--- src/rtl/pc_gen.sv ---
// Fetch-stage program-counter generator: prioritised redirects, stall hold,
// and a direct-mapped BTB giving next-line prediction for the current PC.
module pc_gen #(
    parameter int                XLEN         = 32,
    parameter logic [XLEN-1:0]   RESET_VECTOR = '0,
    parameter int                INST_BYTES   = 4,
    parameter int                BTB_ENTRIES  = 8,
    parameter int                NUM_REDIR    = 3
) (
    input  logic                      clk,
    input  logic                      rst_async,
    input  logic                      stall_n,
    input  logic [NUM_REDIR-1:0]      redir_en,
    input  logic [NUM_REDIR*XLEN-1:0] redir_addr,
    input  logic                      btb_upd_en,
    input  logic [XLEN-1:0]           btb_upd_pc,
    input  logic [XLEN-1:0]           btb_upd_target,
    input  logic                      btb_upd_taken,
    output logic [XLEN-1:0]           pc,
    output logic                      pc_valid,
    output logic                      pred_taken
);

    localparam int OFF  = $clog2(INST_BYTES);
    localparam int IDX  = $clog2(BTB_ENTRIES);
    localparam int TAGW = XLEN - OFF - IDX;
    localparam logic [XLEN-1:0] ALIGN_MASK = ~(XLEN'(INST_BYTES) - XLEN'(1));

    logic [XLEN-1:0] r_pc;
    logic            r_pc_valid;
    logic [XLEN-1:0] w_pc_next;

    logic            r_btb_valid  [BTB_ENTRIES];
    logic [TAGW-1:0] r_btb_tag    [BTB_ENTRIES];
    logic [XLEN-1:0] r_btb_target [BTB_ENTRIES];

    logic [IDX-1:0]  w_lkp_idx;
    logic [TAGW-1:0] w_lkp_tag;
    logic            w_hit;
    logic [IDX-1:0]  w_upd_idx;
    logic [TAGW-1:0] w_upd_tag;

    logic            w_redir_any;
    logic [XLEN-1:0] w_redir_target;

    // Lookup on the current PC; reads the pre-update contents (no bypass).
    assign w_lkp_idx = r_pc[OFF+IDX-1:OFF];
    assign w_lkp_tag = r_pc[XLEN-1:OFF+IDX];
    assign w_hit     = r_btb_valid[w_lkp_idx] && (r_btb_tag[w_lkp_idx] == w_lkp_tag);

    assign w_upd_idx = btb_upd_pc[OFF+IDX-1:OFF];
    assign w_upd_tag = btb_upd_pc[XLEN-1:OFF+IDX];

    // Walk from the highest channel down so the lowest set index wins.
    always_comb begin
        w_redir_any    = |redir_en;
        w_redir_target = '0;
        for (int i = NUM_REDIR - 1; i >= 0; i--) begin
            if (redir_en[i]) begin
                w_redir_target = redir_addr[i*XLEN +: XLEN];
            end
        end
    end

    always_comb begin
        w_pc_next = r_pc + XLEN'(INST_BYTES);
        if (w_redir_any) begin
            w_pc_next = w_redir_target & ALIGN_MASK;
        end else if (!stall_n) begin
            w_pc_next = r_pc;
        end else if (w_hit) begin
            w_pc_next = r_btb_target[w_lkp_idx];
        end
    end

    always_ff @(posedge clk or posedge rst_async) begin
        if (rst_async) begin
            r_pc       <= RESET_VECTOR;
            r_pc_valid <= 1'b0;
        end else begin
            r_pc       <= w_pc_next;
            r_pc_valid <= 1'b1;
        end
    end

    generate
        for (genvar gi = 0; gi < BTB_ENTRIES; gi++) begin : g_btb
            logic w_sel;
            assign w_sel = btb_upd_en && (w_upd_idx == IDX'(gi));

            always_ff @(posedge clk or posedge rst_async) begin
                if (rst_async) begin
                    r_btb_valid[gi] <= 1'b0;
                end else if (w_sel) begin
                    if (btb_upd_taken) begin
                        r_btb_valid[gi] <= 1'b1;
                    end else if (r_btb_tag[gi] == w_upd_tag) begin
                        r_btb_valid[gi] <= 1'b0;
                    end
                end
            end

            // Payload needs no reset: it is only observed through the valid bit.
            always_ff @(posedge clk) begin
                if (w_sel && btb_upd_taken) begin
                    r_btb_tag[gi]    <= w_upd_tag;
                    r_btb_target[gi] <= btb_upd_target & ALIGN_MASK;
                end
            end
        end
    endgenerate

    assign pc         = r_pc;
    assign pc_valid   = r_pc_valid;
    assign pred_taken = w_hit;

endmodule
--- config.mk ---
export PLATFORM = sky130hd
export DESIGN_NAME = pc_gen
export DESIGN_NICKNAME = d
export VERILOG_FILES = /design/src/rtl/pc_gen.sv
export SDC_FILE = /design/constraint.sdc
export NUM_CORES = 1
export LEC_CHECK = 0
export CELL_PAD_IN_SITES_DETAIL_PLACEMENT = 1
export CELL_PAD_IN_SITES_GLOBAL_PLACEMENT = 2
export CORE_MARGIN = 2
export CORE_UTILIZATION = 44
export CTS_BUF_LIST = sky130_fd_sc_hd__clkbuf_2
export DETAILED_ROUTE_END_ITERATION = 8
export PLACE_DENSITY_LB_ADDON = 0.15
export SETUP_SLACK_MARGIN = 0.5
export SLEW_MARGIN = 40
export SYNTH_ARGS = -nofsm -noshare
export SYNTH_HDL_FRONTEND = slang
export SYNTH_SLANG_ARGS = --single-unit
--- constraint.sdc ---
create_clock -name clk -period 4.1 [get_ports clk]
set_input_delay 1.025 -clock clk [delete_from_list [all_inputs] [get_ports clk]]
set_output_delay 1.025 -clock clk [all_outputs]
set_load 0.005 [all_outputs]
== Word-level counts from Yosys, hierarchy flattened ==
Memories as Yosys holds them, arrays and structs flattened.
Index checks and enable logic that the tools add are counted.

* Register bits after elaboration: 41
* Bits in writable memories: 456
* Input port bits: 168
* Output and inout bits: 34
* Logic and storage cells: 164
* Memories: 2

* $add $sub $neg: 1
* $lt $le $gt $ge: 1
* Equality and inequality tests: 16
* Muxes and demuxes: 83
* Bitwise logic cells: 1
* Reduce and logical (&&, ||, !) cells: 50

{| class="wikitable"
|+ Memory list
! name !! words !! width !! read ports !! clocked after Yosys merged registers in !! write ports !! line !! source
|-
| r_btb_target || 8 || 30 || 1 || 0 || 1 || 35 || <nowiki>logic [XLEN-1:0] r_btb_target [BTB_ENTRIES];</nowiki>
|-
| r_btb_tag || 8 || 27 || 9 || 0 || 1 || 34 || <nowiki>logic [TAGW-1:0] r_btb_tag [BTB_ENTRIES];</nowiki>
|}

{| class="wikitable"
|+ Operator list
! kind !! count
|-
| equality test 27 bit || 9
|-
| 2-to-1 mux 30 bit || 7
|-
| OR reduction 30 bit || 7
|-
| 2-to-1 mux 32 bit || 6
|-
| 2-to-1 mux 27 bit || 7
|-
| OR reduction 27 bit || 7
|-
| 2-to-1 mux 1 bit || 48
|-
| 2-to-1 mux 3 bit || 14
|-
| adder 32 x 3 -> 32 bit (second input constant) || 1
|-
| nonzero test 2 bit || 9
|-
| logical AND 1 bit || 17
|-
| AND reduction 2 bit || 8
|-
| equality test 3 bit (second input constant) || 4
|-
| equality test 3 x 2 -> 1 bit (second input constant) || 2
|-
| >= comparator 4 bit (second input constant) || 1
|-
| inverter 3 -> 4 bit || 1
|-
| binary-select mux 1 bit (select 3 bit) || 1
|-
| equality test 3 x 1 -> 1 bit (second input constant) || 1
|-
| zero test 3 bit || 1
|-
| OR reduction 3 bit || 1
|}

== Depth between registers and ports, before layout ==
* Depth in word-level cells: 13
* Mapped depth: 14
* Gate-level depth less buffers: 9

== Worst setup path after synthesis ==
No wires, ideal clock.

* Kind: in2reg
* Start point: input btb_upd_pc[3]
* End point: memory r_btb_tag[0][0] (netlist name), enable pin
* Setup time: 0.474 ns
* Arrival time: 3.968 ns
* Data required time: 3.626 ns
* Setup slack: -0.342 ns
* Cell stages on the path: 2
* Path buffers: 0
* Cell sequence: or3b_2 > nor2_1

* Cells in the longest elaborated chain, start to end: 13
* Elaborated cells between the ends (all ways): 61
* Those cells by class: 7 x eq/ne; 30 x mux; 24 x reduce/logical

{| class="wikitable"
|+ RTL lines
! item !! line !! source
|-
| start: declaration || 16 || <nowiki>input logic [XLEN-1:0] btb_upd_pc,</nowiki>
|-
| equality test 3 x 1 -> 1 bit || 89 || <nowiki>assign w_sel = btb_upd_en && (w_upd_idx == IDX'(gi));</nowiki>
|-
| logical AND 1 bit || 89 ||
|-
| logical AND 1 bit || 105 || <nowiki>if (w_sel && btb_upd_taken) begin</nowiki>
|-
| 2-to-1 mux 1 bit || 105 ||
|-
| 2-to-1 mux 1 bit (implied by the code) || 106 || <nowiki>r_btb_tag[gi] <= w_upd_tag;</nowiki>
|-
| OR reduction 27 bit (no source line) || - ||
|-
| 2-to-1 mux 3 bit (no source line) / 2-to-1 mux 1 bit (equally long branches) (7 in series) || - ||
|-
| end: declaration || 34 ||
|}

Several ways; a longest one is shown, not always the timed one.

== Worst setup path in the final report ==
* Start point: register r_pc[2], in the netlist pc[2]
* End point: output pred_taken

* Cells in the longest elaborated chain, start to end: 5
* Elaborated cells between the ends (all ways): 7
* Those cells by class: 1 x eq/ne; 3 x mux; 1 x bitwise; 1 x reduce/logical; 1 x memory

{| class="wikitable"
|+ RTL lines
! item !! line !! source
|-
| start: declaration || 29 || <nowiki>logic [XLEN-1:0] r_pc;</nowiki>
|-
| start signal: assignment || 81 || <nowiki>r_pc <= w_pc_next;</nowiki>
|-
| parallel branches: the longest is 4 deep, another holds memory read (8 x 27 bit) || - ||
|-
| logical AND 1 bit (*) || 49 || <nowiki>assign w_hit = r_btb_valid[w_lkp_idx] && (r_btb_tag[w_lkp_idx] == w_lkp_tag);</nowiki>
|-
| end: declaration || 21 || <nowiki>output logic pred_taken</nowiki>
|}

Mark *: on every way between the ends. The select of a mux whose other input is x is not followed.

==> impl_results.md <==
* Most common cell type on the critical path: buf_4
* Worst path slowest cell: dfrtp_4
* Initial Utilization at 44.4%
* Largest net degree at the start of global routing at 63
* Pwr dens at 395 nW/um2
* Final instance area at 28,200 um2
* Worst path cell trace: buf_4 -> buf_4 -> buf_4 -> mux2i_1 -> a22o_1 -> o21ai_0 -> nand3_1 -> nor4_2 -> buf_4 -> nand3_4 -> inv_2 -> buf_6
* Num rows at 84
* Overall power at 11.1 mW
* Die Wd at 234 um
* Compound-Gate Fraction of Synth Area at 5.32%
* Multi-input gate area at 8280 um2
* DRT antenna net count at 0
* CTS tree: yes
* Hold Fails Final Rpt at 0
* GRT Util Overall at 27.7%
* Dpl cells at 2,380
* Fin util at 53.7%
* HP Class: primary input to async pin
* Leading cell types in the layout, fill and taps excluded: 456 x edfxtp_1, 187 x clkbuf_2, 185 x clkdlybuf4s50_1
* RSZ-0062 raised after global routing: true
* R2r setup slk at 580 ps
* Syn Inst Count at 1,496
* Clk Latency, worst-skew pair at 1200 ps
* Reg-to-Reg Start: pc[2]$_DFFE_PP0P_
* XOR/XNOR share of the synthesized area at 10.0%
* Distinct cell type count after synthesis at 59
* Initial drt markers at 1,379
* CP Launch Point: pc[2]$_DFFE_PP0P_
* FF+latch area at 14,700 um2
* Routed vias at 15,200
* Total CTS buffers at 121
* Mux share of post-synthesis cell area at 13.4%
* Buffer depth of the longest clock path at 3
* GRT overflow at 0
* Core area at 52,600 um2
* Routed vias/inst at 5.79
* First-pass GRT wire length at 108,000 um
* Layout cell share with drive strength beyond 1 at 25.4%
* Post-synthesis sequential area ratio at 62.9%
* Fillers at 5,085
* Simple-gate share of the synthesized area at 5.88%
* Fin cells at 2,618
* Syn_area_per_cell at 15.6 um2
* Max Freq at 207 MHz
* Wire per inst at 28.7 um
* Worst vdd ir at 279 uV
* Final Cycle Share at 118%
* Status: finished, violations left
* Failing checks: setup timing
* EDFF count, synth at 456
* Critical path destination: pred_taken
* Detail Placement HPWL at 51,300 um
* Largest family of logic cells by synthesized area: multiplexers
* Crit start category: flop
* Final worst slack at -738 ps
* Ys flop type: edfxtp_1
* Worst Hold Margin at 303 ps
* Final setup vio count at 1
* Worst Path Arrival at 3810 ps
* Nets@finish at 2,001
* Clock transition at path regs at 150 ps
* Root buf cell: clkbuf_2
* DR pass1 iterations at 7
* GP Congestion at 0.897
* Synth-to-Final Area Change at 20.8%
* Total detailed-routing wirelength at 75,200 um
* Synthesized area at 23,300 um2
* DRC violations left at 0
* Reg2reg end: pc[27]$_DFFE_PP0P_
* Num ports at 202
* Synth Area in Adders at 0.0536%
* Leak pwr at 9.48 nW
* Highest net fanout along the worst path at 11
* Cell area after placement at 26,700 um2
* Critical Path Sink Type: output port
* Initial antenna violation count at 4
* CTS H-tree depth at 3
* Max-slew violation count at 0
* Max-slew headroom at 50.5%
* FF-to-FF path depth at 14
* Worst-Margin Slew at 740 ps
* Yosys warns at 0
* Commonest non-fill, non-tap cell in the layout: edfxtp_1
* Crit-path max cell delay at 560 ps
* Max_cap viols at 0
* #FFs+latches synth at 495
* Fin crit period at 4840 ps
* CTS Sinks at 495
* Crit path required time at 3070 ps
* # port buffers at 189
* Die height at 234 um
* Die area at 54,900 um2
* Number of global-route vias before repair at 15,800
* Post-synth ARST share at 7.88%
* Clock skew at 153 ps
* Crit Path Class: flop to output port
==> cell usage after synthesis (5+ instances only) <==
| cell | number | area (um2) |
|---|---|---|
| dfrtp_1 | 39 | 976 |
| nor4_2 | 5 | 62.6 |
| nand4_1 | 59 | 369 |
| xor2_1 | 129 | 1130 |
| nor4_1 | 33 | 206 |
| buf_1 | 13 | 48.8 |
| or4_1 | 6 | 45.0 |
| edfxtp_1 | 456 | 13700 |
| a22oi_1 | 37 | 278 |
| mux2_2 | 10 | 113 |
| mux2i_1 | 62 | 621 |
| inv_1 | 9 | 33.8 |
| xnor2_1 | 138 | 1210 |
| mux4_2 | 103 | 2320 |
| buf_4 | 10 | 75.1 |
| o31ai_1 | 19 | 143 |
| a31oi_1 | 9 | 56.3 |
| a211oi_1 | 18 | 135 |
| nor3_1 | 12 | 60.1 |
| o21ai_0 | 34 | 170 |
| a21oi_1 | 14 | 70.1 |
| buf_6 | 5 | 56.3 |
| nor2b_1 | 5 | 31.3 |
| o22a_1 | 7 | 61.3 |
| o22ai_1 | 19 | 119 |
| nor2_1 | 48 | 180 |
| clkbuf_1 | 59 | 221 |
| buf_2 | 18 | 90.1 |
| nand2_1 | 42 | 158 |
| o21a_1 | 6 | 45.0 |
| nand3_1 | 21 | 105 |
==> metal layers <==
layer	up-vias	share of wire [%]	GRT usage, %
li1	6632	-	-
met1	7789	44	38.7
met2	628	45	42.0
met3	110	8.8	8.26
met4	4	2.2	8.24
met5	-	0.028	0
==> kinds of logic after synthesis <==
group,after synthesis
compound gates,184
xor+xnor,267
other cells,2
mux,178
fa+ha+maj,1
buf+inv,117
flops,495
simple gates,252
==> final cells by class <==
cell class / instances / share of cell area, %
antenna: 3 / 0.0266
clock buffer: 187 / 3.32
clock inverter: 31 / 0.661
inverter: 9 / 0.120
multi-input combinational: 885 / 29.4
sequential: 495 / 52.1
tap: 688 / 3.05
timing repair buffer: 320 / 11.4
==> critical path: cells and delay by family (launching register included) <==
family          cells  cell delay [ps]
flops               1              560
simple gates        3              600
mux                 1              150
buf+inv             6              890
compound gates      2              470
==> registers in the layout, indices dropped and copies added, names as in the netlist <==
name          count
r_btb_tag       216
pc_valid          1
r_btb_target    240
r_btb_valid       8
pc               30
==> how the worst min path moves through the flow <==
stage                                    start                          to  slack [ps]  cells past startpoint
floorplan           r_btb_valid[1]$_DFFE_PP0P_  r_btb_valid[1]$_DFFE_PP0P_         440                      1
global placement    r_btb_valid[1]$_DFFE_PP0P_  r_btb_valid[1]$_DFFE_PP0P_         460                      1
detailed placement  r_btb_valid[7]$_DFFE_PP0P_  r_btb_valid[7]$_DFFE_PP0P_         470                      1
CTS                                  rst_async          pc[15]$_DFFE_PP0P_         160                      3
global route                         rst_async           pc[7]$_DFFE_PP0P_         220                      3
finish                               rst_async          pc[11]$_DFFE_PP0P_         300                      3
==> metrics by stage <==
step / setup WS, ps / TNS, ps
after floorplan: -277 / -61330
after global placement: 12.6 / 0
after detailed placement: -55.5 / -55.5
after CTS: -824 / -824
after global routing: -909 / -909
final: -738 / -738
==> report_power, final <==
| part | internal, mW | total, mW | switching, mW | leakage, nW |
|---|---|---|---|---|
| Sequential | 5.66 | 5.80 | 0.138 | 4.57 |
| Combinational | 0.934 | 1.96 | 1.03 | 4.04 |
| Clock | 1.30 | 3.39 | 2.09 | 0.869 |
==> repair_timing <==
action | in CTS | in global routing
pin swaps | 2 | 3
resized for setup | 44 | 8
cloned | 3 | 0
buffers inserted | 14 | 0
hold buffers | 0 | 0
endpoints found under the setup margin | 11 | 11
No activity file was read; power rests on OpenSTA's default activity.
